==> src/rtl/kbd_spi_tx.sv <==
// Keyboard-link frame transmitter: serialises {STATUS, KEYS} MSB first on KBD_CLK/KBD_CS/KBD_DI.
// Optional odd-parity trailer bit enabled by defining KBD_SPI_TX_PARITY_EN.
module kbd_spi_tx #(
    parameter int unsigned CLK_DIV  = 4,
    parameter int unsigned GAP_MULT = 2
) (
    input  logic        CLK_14MHZ,
    input  logic        RESET,
    input  logic        START,
    input  logic [39:0] KEYS,
    input  logic [7:0]  STATUS,
    output logic        BUSY,
    output logic        DONE,
    output logic        KBD_CLK,
    output logic        KBD_CS,
    output logic        KBD_DI
);

`ifdef KBD_SPI_TX_PARITY_EN
    localparam int unsigned NBITS = 49;
`else
    localparam int unsigned NBITS = 48;
`endif

    localparam logic [7:0]  DIV_LOAD = 8'(CLK_DIV - 1);
    localparam logic [11:0] GAP_LOAD = 12'(GAP_MULT * CLK_DIV - 1);
    localparam logic [5:0]  LAST_BIT = 6'(NBITS - 1);
    localparam logic [5:0]  ALL_BITS = 6'(NBITS);

    typedef enum logic [2:0] {
        IDLE,
        SETUP,
        SHIFT_HI,
        SHIFT_LO,
        GAP
    } state_t;

    state_t             state_q;
    logic [NBITS-2:0]   shift_q;
    logic [5:0]         bit_cnt_q;
    logic [7:0]         div_q;
    logic [11:0]        gap_q;
    logic               busy_q;
    logic               done_q;
    logic               sck_q;
    logic               cs_q;
    logic               di_q;
    logic [NBITS-1:0]   frame_w;

`ifdef KBD_SPI_TX_PARITY_EN
    assign frame_w = {STATUS, KEYS, ~^{STATUS, KEYS}};
`else
    assign frame_w = {STATUS, KEYS};
`endif

    // The MSB goes straight onto KBD_DI at latch time, so only the remaining bits are held.
    always_ff @(posedge CLK_14MHZ) begin
        if (RESET) begin
            state_q   <= IDLE;
            shift_q   <= '0;
            bit_cnt_q <= '0;
            div_q     <= '0;
            gap_q     <= '0;
            busy_q    <= 1'b0;
            done_q    <= 1'b0;
            sck_q     <= 1'b0;
            cs_q      <= 1'b1;
            di_q      <= 1'b0;
        end else begin
            case (state_q)
                IDLE: begin
                    done_q <= 1'b0;
                    if (START) begin
                        shift_q   <= frame_w[NBITS-2:0];
                        di_q      <= frame_w[NBITS-1];
                        cs_q      <= 1'b0;
                        busy_q    <= 1'b1;
                        div_q     <= DIV_LOAD;
                        bit_cnt_q <= '0;
                        state_q   <= SETUP;
                    end
                end
                SETUP: begin
                    if (div_q == 8'd0) begin
                        sck_q   <= 1'b1;
                        div_q   <= DIV_LOAD;
                        state_q <= SHIFT_HI;
                    end else begin
                        div_q <= div_q - 8'd1;
                    end
                end
                SHIFT_HI: begin
                    if (div_q == 8'd0) begin
                        sck_q     <= 1'b0;
                        div_q     <= DIV_LOAD;
                        bit_cnt_q <= bit_cnt_q + 6'd1;
                        // After the last bit the data line is left alone for the CS-hold phase.
                        if (bit_cnt_q != LAST_BIT) begin
                            di_q    <= shift_q[NBITS-2];
                            shift_q <= shift_q << 1;
                        end
                        state_q <= SHIFT_LO;
                    end else begin
                        div_q <= div_q - 8'd1;
                    end
                end
                SHIFT_LO: begin
                    if (div_q == 8'd0) begin
                        div_q <= DIV_LOAD;
                        if (bit_cnt_q == ALL_BITS) begin
                            cs_q    <= 1'b1;
                            di_q    <= 1'b0;
                            gap_q   <= GAP_LOAD;
                            state_q <= GAP;
                        end else begin
                            sck_q   <= 1'b1;
                            state_q <= SHIFT_HI;
                        end
                    end else begin
                        div_q <= div_q - 8'd1;
                    end
                end
                GAP: begin
                    if (done_q) begin
                        done_q  <= 1'b0;
                        busy_q  <= 1'b0;
                        state_q <= IDLE;
                    end else if (gap_q == 12'd0) begin
                        done_q <= 1'b1;
                    end else begin
                        gap_q <= gap_q - 12'd1;
                    end
                end
                default: state_q <= IDLE;
            endcase
        end
    end

    assign BUSY    = busy_q;
    assign DONE    = done_q;
    assign KBD_CLK = sck_q;
    assign KBD_CS  = cs_q;
    assign KBD_DI  = di_q;

endmodule

==> config.mk <==
export PLATFORM = sky130hd
export DESIGN_NAME = kbd_spi_tx
export DESIGN_NICKNAME = d
export VERILOG_FILES = /design/src/rtl/kbd_spi_tx.sv
export SDC_FILE = /design/constraint.sdc
export NUM_CORES = 1
export LEC_CHECK = 0
export ABC_CLOCK_PERIOD_IN_PS = 2050
export CORE_MARGIN = 1.5
export CORE_UTILIZATION = 40
export CTS_CLUSTER_SIZE = 30
export DETAILED_ROUTE_END_ITERATION = 10
export PLACE_DENSITY = 0.66
export SYNTH_ARGS = -nofsm -noshare
export SYNTH_HDL_FRONTEND = slang
export SYNTH_SLANG_ARGS = --single-unit
==> constraint.sdc <==
create_clock -name CLK_14MHZ -period 2.05 [get_ports CLK_14MHZ]
set_input_delay 0.41 -clock CLK_14MHZ [delete_from_list [all_inputs] [get_ports CLK_14MHZ]]
set_output_delay 0.41 -clock CLK_14MHZ [all_outputs]
set_load 0.01 [all_outputs]
**Yosys cells after proc, flatten, opt, wreduce, memory -nomap -nowiden**

Index checks and enable logic that the tools add are counted.

- Bits in registers: 81
- Bits in latches: 0
- Bits in writable memories: 0
- ROM bits: 0
- Logic and storage cells: 92
- Memories kept: 0

- Add/subtract/negate cells: 3
- Multipliers: 0
- Divide/modulo/power cells: 0
- Magnitude comparators: 0
- Equal/unequal tests: 16
- Shift operators: 0
- Mux-type cells: 43
- Bitwise logic cells: 0
- Reduce and logical (&&, ||, !) cells: 20

Operator list:

| kind | number |
|---|---|
| $mux 47 | 3 |
| $pmux 47 s2 | 1 |
| $mux 12 | 4 |
| $pmux 12 s2 | 1 |
| $ne 2x2->1 const B | 10 |
| $mux 3 | 6 |
| $mux 1 | 16 |
| $mux 8 | 2 |
| $pmux 8 s2 | 1 |
| $pmux 3 s5 | 1 |
| $reduce_and 5->1 | 3 |
| $logic_not 12->1 | 1 |
| $mux 6 | 2 |
| $pmux 6 s2 | 1 |
| $sub 12x1->12 const B | 1 |
| $reduce_bool 2->1 | 5 |
| $logic_not 8->1 | 1 |
| $reduce_and 4->1 | 2 |
| $sub 8x1->8 const B | 1 |
| $add 6x1->6 const B | 1 |
| $eq 3x2->1 const B | 2 |
| $eq 6x6->1 const B | 1 |
| $ne 6x6->1 const B | 1 |
| $pmux 1 s2 | 3 |
| other kinds (9) | 12 |

**Logic depth before layout (Yosys ltp)**

Gate-level depths: netlist of the first run.

- Depth after elaboration: 4
- Depth in mapped cells: 9
- Mapped depth without buffers: 7

**Worst setup path after synthesis of the first run**

OpenSTA, ideal clock, no wires.

- Path type: reg-to-reg
- Start point: register div_q[0]
- End point: register shift_q[10]
- Library setup time: 138 ps
- Arrival time: 1784 ps
- Slack: 128 ps
- Cell stages (with the launch flop): 9
- Period minus slack after synthesis: 1922 ps
- Cell sequence: dfxtp_1 -> inv_1 -> ha_1 -> nor3b_1 -> a31oi_2 -> nor4_2 -> buf_4 -> buf_2 -> a211oi_1

- Longest elaborated chain between the ends: 3

RTL lines:

| element | RTL line | source |
|---|---|---|
| start, declared | 41 | `logic [7:0] div_q;` |
| start signal, assigned | 89 | `div_q <= div_q - 8'd1;` |
| start signal, assigned | 104 | `div_q <= div_q - 8'd1;` |
| start signal, assigned | 120 | `div_q <= div_q - 8'd1;` |
| $logic_not 8->1 | 93 | `if (div_q == 8'd0) begin` |
| $ne 2x2->1 (no line) | - |  |
| $reduce_and 4->1 (no line) | - |  |
| end signal, assigned | 74 | `shift_q <= frame_w[NBITS-2:0];` |
| end signal, assigned | 100 | `shift_q <= shift_q << 1;` |
| end, declared | 39 | `logic [NBITS-2:0] shift_q;` |

No other way between the ends.
A chain may end at the register's enable or synchronous reset.

**Worst setup path in the final report of the first run**

- Start point: register div_q[0]
- End point: register gap_q[4]

- Longest elaborated chain between the ends: 3

RTL lines:

| element | RTL line | source |
|---|---|---|
| $logic_not 8->1 | 108 | `if (div_q == 8'd0) begin` |
| $ne 2x2->1 (no line) | - |  |
| $reduce_and 5->1 (no line) | - |  |
| end signal, assigned | 131 | `gap_q <= gap_q - 12'd1;` |
| end, declared | 42 | `logic [11:0] gap_q;` |

No other way between the ends.

==> results of run 1 <==
## cells in the mapped netlist, types with 3 or more instances
cell,count
sky130_fd_sc_hd__dfxtp_1,81
sky130_fd_sc_hd__nor2_1,80
sky130_fd_sc_hd__mux2i_1,48
sky130_fd_sc_hd__a211oi_2,40
sky130_fd_sc_hd__a21oi_1,17
sky130_fd_sc_hd__nand2_1,15
sky130_fd_sc_hd__clkbuf_1,13
sky130_fd_sc_hd__o21ai_0,12
sky130_fd_sc_hd__a211oi_1,10
sky130_fd_sc_hd__inv_1,9
sky130_fd_sc_hd__nor3_1,9
sky130_fd_sc_hd__a31oi_1,8
sky130_fd_sc_hd__buf_2,8
sky130_fd_sc_hd__ha_1,6
sky130_fd_sc_hd__xnor2_1,6
sky130_fd_sc_hd__nand3_1,5
sky130_fd_sc_hd__nor2b_1,5
sky130_fd_sc_hd__buf_4,4
sky130_fd_sc_hd__buf_6,4
sky130_fd_sc_hd__nand2b_1,4
sky130_fd_sc_hd__nand4_1,4
sky130_fd_sc_hd__nor4_1,4
sky130_fd_sc_hd__nand4b_1,3
sky130_fd_sc_hd__nor3b_1,3
sky130_fd_sc_hd__o21bai_1,3
sky130_fd_sc_hd__or2_2,3
sky130_fd_sc_hd__xor2_1,3
## how the worst max path moves through the flow
stage                     depth (start not counted)  slack [ns]                   from                       end
final                                             8        0.09  div_q[0]$_SDFFE_PP0P_     gap_q[4]$_SDFFE_PP0P_
after global routing                              9       -0.02  div_q[1]$_SDFFE_PP0P_  shift_q[24]$_SDFFE_PP0P_
after CTS                                         1        0.08      DONE$_SDFFE_PP0P_                      DONE
after detailed placement                          8       -0.08                  START  shift_q[42]$_SDFFE_PP0P_
after global placement                            8        0.01                  START  shift_q[37]$_SDFFE_PP0P_
after floorplan                                   8        0.13  div_q[0]$_SDFFE_PP0P_  shift_q[10]$_SDFFE_PP0P_
## sequential cells by signal, summed over array words and instances, names as in the netlist
name	flops
DONE	1
KBD_DI	1
KBD_CS	1
bit_cnt_q	6
BUSY	1
state_q	3
shift_q	47
div_q	8
gap_q	12
KBD_CLK	1
## routing by layer
layer  GRT usage [%]  vias up  routed length [µm]
met1            20.3     1543                4160
met2            27.5       68                4260
met4            5.75        0                 119
met5               0        -                   0
met3            3.70        9                 344
li1                -     1696                   -
## through the flow
stage          total power [mW]  setup slack, ns  TNS, ns  hold WS [ns]  std cells
2_1_floorplan              2.55            0.128        0         0.436        435
3_3_place_gp               2.86           0.0116        0         0.473        616
3_5_place_dp               2.89          -0.0811   -0.529         0.469        616
4_1_cts                    4.14           0.0817        0         0.347        632
5_1_grt                    4.36          -0.0194  -0.0400         0.369        634
6_report                   4.13           0.0910        0         0.364        634
## power breakdown
group | internal (mW) | total [mW] | switching (mW)
Clock | 0.614 | 1.24 | 0.629
Combinational | 0.533 | 1.05 | 0.512
Sequential | 1.74 | 1.85 | 0.110
Total | 2.88 | 4.13 | 1.25
## layout by cell type (no fill, tap or decap), types with 8 or more instances in the layout
master and n:
sky130_fd_sc_hd__dfxtp_1 81, sky130_fd_sc_hd__buf_4 19, sky130_fd_sc_hd__o21ai_0 12, sky130_fd_sc_hd__a211oi_2 40
sky130_fd_sc_hd__clkdlybuf4s50_1 54, sky130_fd_sc_hd__a21oi_1 16, sky130_fd_sc_hd__nor2_1 79, sky130_fd_sc_hd__clkbuf_8 10
sky130_fd_sc_hd__nor3_1 9, sky130_fd_sc_hd__nand2_1 15, sky130_fd_sc_hd__a211oi_1 10, sky130_fd_sc_hd__inv_1 9
sky130_fd_sc_hd__a31oi_1 8, sky130_fd_sc_hd__mux2i_1 48
## cell families after synthesis
logic type	count (synthesis)	synth area share, %
AO/OA/AOI/OAI	100	21.5
XOR/XNOR	9	1.92
adder cells (fa/ha/maj)	6	1.83
buffers and inverters	39	4.91
flip-flops	81	39.5
multiplexers	49	12.0
AND/OR/NAND/NOR	151	18.4
## final cells by class
class                           instances  area (µm²)  area share [%]
Clock buffer                           10         138            2.65
Clock inverter                          6        75.1            1.45
Inverter                                9        33.8           0.651
Multi-Input combinational cell        315        2330            44.8
Sequential cell                        81        1620            31.3
Tap cell                              133         166            3.21
Timing Repair Buffer                   80         828            16.0
## timing repair
item / CTS / global route
gates cloned: 0 / 1
setup endpoints to repair: 7 / 14
resized for setup: 1 / 4
pin swaps: 0 / 1
setup buffers: 0 / 1
==> qor_table.md, run 1 <==
| Parameter | This run |
|---|---|
| Final HPWL DP | 6.22 mm |
| Max H-tree Level | 3 |
| Final setup fails | 0 |
| Count of vias placed by the detailed router | 3316 |
| Die Y-Extent | 104 µm |
| Start point of the worst hold path | RESET |
| Number of warning messages in the yosys log | 0 |
| Clock Pin Slew Worst Setup and Hold Paths | 0.10 ns |
| Family with the most delay on the worst path | compound AO/OA/AOI/OAI gates |
| Final critical delay including setup and external delays | 1.96 ns |
| Share of the cycle needed by the critical path after routing | 95.6% |
| Critical path cell sequence | inv_1 -> ha_1 -> nor3b_4 -> buf_4 -> and4_1 -> a211oi_1 -> o21ai_0 -> nand2_1 |
| Horizontal die dimension | 104 µm |
| Number of DRC markers after the initial detailed-route iteration | 80 |
| Global-route usage over all layers | 16.3% |
| Syn nets | 492 |
| Number of antenna violations at the first check in global routing | 0 |
| Maximum count of clock buffers along a single path | 2 |
| Initial Util | 41.6% |
| Slowest cell on the critical path | sky130_fd_sc_hd__dfxtp_1 |
| Pins Over Slew Limit | 0 |
| Worst R2R End | gap_q[4]$_SDFFE_PP0P_ |
| Power density of the placed cells | 797 mW/mm² |
| Num CTS Buffers | 9 |
| Fraction of post-synthesis cell area in the top cell type by area | 39.5% |
| Number of hold buffers added after CTS | 0 |
| Wire length of the first global-routing pass | 14.8 mm |
| Clock sink count | 81 |
| Worst hold stages | 2 |
| Routability-driven placement congestion ratio | 0.856 |
| Diodes inserted | 0 |
| Critical register-to-register path startpoint | div_q[0]$_SDFFE_PP0P_ |
| Fill count | 907 |
| Number of instances in the synthesized netlist | 435 |
| Setup slack of the worst register-to-register path | 0.09 ns |
| Final worst clock skew | 0.0146 ns |
| Summed instance area of the synthesized netlist | 0.00411 mm² |
| Crit path arrival time | 2.24 ns |
| Utilization after layout | 52.6% |
| Avg Cell Area, Syn | 9.44 µm² |
| Post-synthesis sequential element count | 81 |
| Async S/R FF share, synth | 0% |
| Clk_lat worst skew | 0.35 ns |
| CP Buf/Inv Count | 2 |
| Endpoints failing hold | 0 |
| Drt wl/cell | 14.0 µm |
| Final non-filler cell area | 0.00519 mm² |
| Normalized max-slew margin | 59.7% |
| Top FF cell, synth | sky130_fd_sc_hd__dfxtp_1 |
| Actual slew at the worst max-slew pin | 0.603 ns |
| Register-to-Register Path Depth | 8 |
| Max_cap viols | 0 |
| Die footprint | 0.0109 mm² |
| Maximum net fanout on the critical path | 5 |
| First-pass iteration count of the detailed router | 4 |
| Status | finished clean |
| Path type of the worst setup path | reg2reg |
| DRC Markers | 0 |
| Clock tree from TritonCTS | yes |
| Maximum achievable frequency | 510 MHz |
| Unrepaired setup endpoints after global routing | yes |
| Largest area contributor in the netlist | sky130_fd_sc_hd__dfxtp_1 |
| Area growth, synth to finish | 26.4% |
| Total overflow reported by the global router | 0 |
| Core Box Area | 0.00986 mm² |
| Ratio of cells with drive above 1 in the final layout | 19.2% |
| Count of pins on the block boundary | 56 |
| Post-place instance area | 0.00492 mm² |
| Post-route ant nets | 0 |
| Critical path launch point type | flop |
| HP Class | in2reg |
| Via density per instance | 5.23 |
| Row count | 36 |
| Port Buffers | 55 |
| Total Nets Final | 553 |
| Max stage delay on crit path | 0.41 ns |
| Vias in the first global route | 3186 |
| Required time at the worst-slack endpoint | 2.33 ns |
| Post-synth EDFFs | 0 |
| Leakage power | 1.79 nW |
| Hold path endpoint | div_q[6]$_SDFFE_PP0P_ |
| Yosys cell types | 51 |
| Clock tree root buffer cell | sky130_fd_sc_hd__clkbuf_8 |
| Kind of end point of the critical path | flop |
| Pin count of the biggest net entering global routing | 31 |
| Synth top area cells | sky130_fd_sc_hd__dfxtp_1 40%, sky130_fd_sc_hd__a211oi_2 12%, sky130_fd_sc_hd__mux2i_1 12% |
| Detailed-route wire length | 8.89 mm |
| Peak ir drop on the vdd network | 0.387 mV |
| Post-synthesis sequential area ratio | 39.5% |
Power figures use the tool's default switching activity.
==> run 2: changes to the inputs <==
MAX_ROUTING_LAYER = met4   (was unset)
==> qor_table.md, run 2 (synthesized netlist as in run 1, its figures left out) <==
| Parameter | This run | Delta |
|---|---|---|
| Peak ir drop on the vdd network | 0.387 mV | about the same |
| Part of the total power dissipated in sequential elements | 44.6% | about the same |
| Die Y-Extent | 104 µm | unchanged |
| Most used cells in the layout excluding fill and tap cells | 81 x sky130_fd_sc_hd__dfxtp_1, 79 x sky130_fd_sc_hd__nor2_1, 54 x sky130_fd_sc_hd__clkdlybuf4s50_1 | unchanged |
| Maximum achievable frequency | 511 MHz | was 510 MHz |
| Max H-tree Level | 3 | unchanged |
| Row count | 36 | unchanged |
| Normalized max-slew margin | 59.7% | about the same |
| Num CTS Buffers | 9 | unchanged |
| Horizontal die dimension | 104 µm | unchanged |
| Proportion of power drawn by combinational gates | 25.3% | about the same |
| Vias in the first global route | 3181 | was 3186 |
| Pin count of the biggest net entering global routing | 31 | unchanged |
| HP Class | in2reg | unchanged |
| Area growth, synth to finish | 26.4% | unchanged |
| Leakage power | 1.79 nW | unchanged |
| Clock Pin Slew Worst Setup and Hold Paths | 0.10 ns | about the same |
| Number of hold buffers added after CTS | 0 | unchanged |
| Leading cell type in the layout, fill and taps excluded | sky130_fd_sc_hd__dfxtp_1 | unchanged |
| Total Nets Final | 553 | unchanged |
| Number of flip-flops under the largest register name | 47 | unchanged |
| Post-Route Setup TNS | 0 ns | unchanged |
| Internal Power | 2.88 mW | about the same |
| Total power after layout | 4.13 mW | about the same |
| Total overflow reported by the global router | 0 | unchanged |
| Pins Over Slew Limit | 0 | unchanged |
| Actual slew at the worst max-slew pin | 0.603 ns | about the same |
| Detailed-route wire length | 8.89 mm | about the same |
| Diodes inserted | 0 | unchanged |
| Global-route usage over all layers | 16.8% | was 16.3% |
| CP Buf/Inv Count | 2 | unchanged |
| Wire length of the first global-routing pass | 14.8 mm | about the same |
| Post-place instance area | 0.00492 mm² | unchanged |
| Critical path cell sequence | inv_1 -> ha_1 -> nor3b_4 -> buf_4 -> and4_1 -> a211oi_1 -> o21ai_0 -> nand2_1 | unchanged |
| Initial Util | 41.6% | unchanged |
| Maximum net fanout on the critical path | 5 | unchanged |
| Required time at the worst-slack endpoint | 2.33 ns | about the same |
| Unrepaired setup endpoints after global routing | yes | unchanged |
| Count of pins on the block boundary | 56 | unchanged |
| Maximum count of clock buffers along a single path | 2 | unchanged |
| Net switching component of the power | 1.25 mW | about the same |
| Ratio of cells with drive above 1 in the final layout | 19.2% | unchanged |
| Final HPWL DP | 6.22 mm | unchanged |
| Placed Cells | 616 | unchanged |
| Clock tree from TritonCTS | yes | unchanged |
| Kind of end point of the critical path | flop | unchanged |
| Share of the cycle needed by the critical path after routing | 95.5% | was 95.6% |
| Core Box Area | 0.00986 mm² | unchanged |
| Final non-filler cell total | 634 | unchanged |
| Clock sink count | 81 | unchanged |
| Endpoints failing hold | 0 | unchanged |
| Routability-driven placement congestion ratio | 0.870 | was 0.856 |
| Number of DRC markers after the initial detailed-route iteration | 77 | was 80 |
| Proportion of power drawn by the clock network | 30.1% | about the same |
| Fill count | 907 | unchanged |
| Critical path launch point type | flop | unchanged |
| Port Buffers | 55 | unchanged |
| First-pass iteration count of the detailed router | 4 | unchanged |
| Family with the most delay on the worst path | compound AO/OA/AOI/OAI gates | unchanged |
| DRC Markers | 0 | unchanged |
| Final worst clock skew | 0.0147 ns | was 0.0146 ns |
| Clock tree root buffer cell | sky130_fd_sc_hd__clkbuf_8 | unchanged |
| Final non-filler cell area | 0.00519 mm² | unchanged |
| Switching share of total power | 30.3% | about the same |
| Slowest cell on the critical path | sky130_fd_sc_hd__dfxtp_1 | unchanged |
| Status | finished clean | unchanged |
| Hold Worst Slack | 0.362 ns | was 0.364 ns |
| Path type of the worst setup path | reg2reg | unchanged |
| Post-route ant nets | 0 | unchanged |
| Power density of the placed cells | 797 mW/mm² | about the same |
| Die footprint | 0.0109 mm² | unchanged |
| Reg with most FFs | shift_q | unchanged |
| Worst slack, placed | -0.0811 ns | unchanged |
| Max_cap viols | 0 | unchanged |
| Drt wl/cell | 14.0 µm | about the same |
| Clk_lat worst skew | 0.35 ns | about the same |
| Via density per instance | 5.25 | was 5.23 |
| Final setup fails | 0 | unchanged |
| Utilization after layout | 52.6% | unchanged |
| Registers with the highest flip-flop counts | shift_q: 47 flops, gap_q: 12 flops, div_q: 8 flops | unchanged |
| Final critical delay including setup and external delays | 1.96 ns | about the same |
| Post-route setup slack | 0.0915 ns | was 0.0910 ns |
| Max stage delay on crit path | 0.41 ns | about the same |
| Count of vias placed by the detailed router | 3329 | was 3316 |
| Crit path arrival time | 2.24 ns | about the same |
| Number of antenna violations at the first check in global routing | 0 | unchanged |
run 2: cell counts in the layout (fill, tap and decap cells not counted):
Identical to the previous run, type by type.
run 2: area by class of cell:
cell class | count | area [µm²] | area share [%]
Multi-Input combinational cell | 315 | 2330 | 44.8
Sequential cell | 81 | 1620 | 31.3
Timing Repair Buffer | 80 | 828 | 16.0
Tap cell | 133 | 166 | 3.21
Clock buffer | 10 | 138 | 2.65
Clock inverter | 6 | 75.1 | 1.45
Inverter | 9 | 33.8 | 0.651
run 2: metal layers:
metal / global-route usage (%) / wire length (µm) / vias up
met5: - / 0 / -
met4: 5.75 / 119 / 0
met3: 3.57 / 328 / 9
met2: 27.4 / 4270 / 68
met1: 20.5 / 4170 / 1555
li1: - / - / 1697
run 2: power groups by stage:
| stage | clock network, mW | logic [mW] | registers, mW |
|---|---|---|---|
| after floorplan | 0 | 0.701 | 1.85 |
| after CTS | 1.28 | 1.02 | 1.84 |
| after global routing | 1.35 | 1.15 | 1.87 |
| after detailed placement | 0 | 1.02 | 1.88 |
| final | 1.24 | 1.05 | 1.85 |
| after global placement | 0 | 0.990 | 1.87 |
run 2: path summary, 6_finish.rpt:
| check | slack (ns) | endpoint | start | cells after the start |
|---|---|---|---|---|
| setup / recovery | 0.09 | gap_q[4]$_SDFFE_PP0P_ | div_q[0]$_SDFFE_PP0P_ | 8 |
| hold / removal | 0.36 | div_q[6]$_SDFFE_PP0P_ | RESET | 2 |
| setup reg to reg | 0.09 | gap_q[4]$_SDFFE_PP0P_ | div_q[0]$_SDFFE_PP0P_ | 8 |
| hold reg to reg | 0.48 | gap_q[11]$_SDFFE_PP0P_ | gap_q[11]$_SDFFE_PP0P_ | 1 |
run 2: worst register-to-register path: cells and delay by family, from the launching register on:
family	cells	cell delay, ns
compound gates	2	0.54
simple gates	3	0.49
flops	1	0.41
buf+inv	2	0.24
fa+ha+maj	1	0.21
run 2: what timing repair did:
item                       4_1_cts  5_1_grt
gates resized for setup          1        4
pin swaps                        0        1
buffers inserted                 0        1
gates cloned                     0        1
setup endpoints to repair        7       14
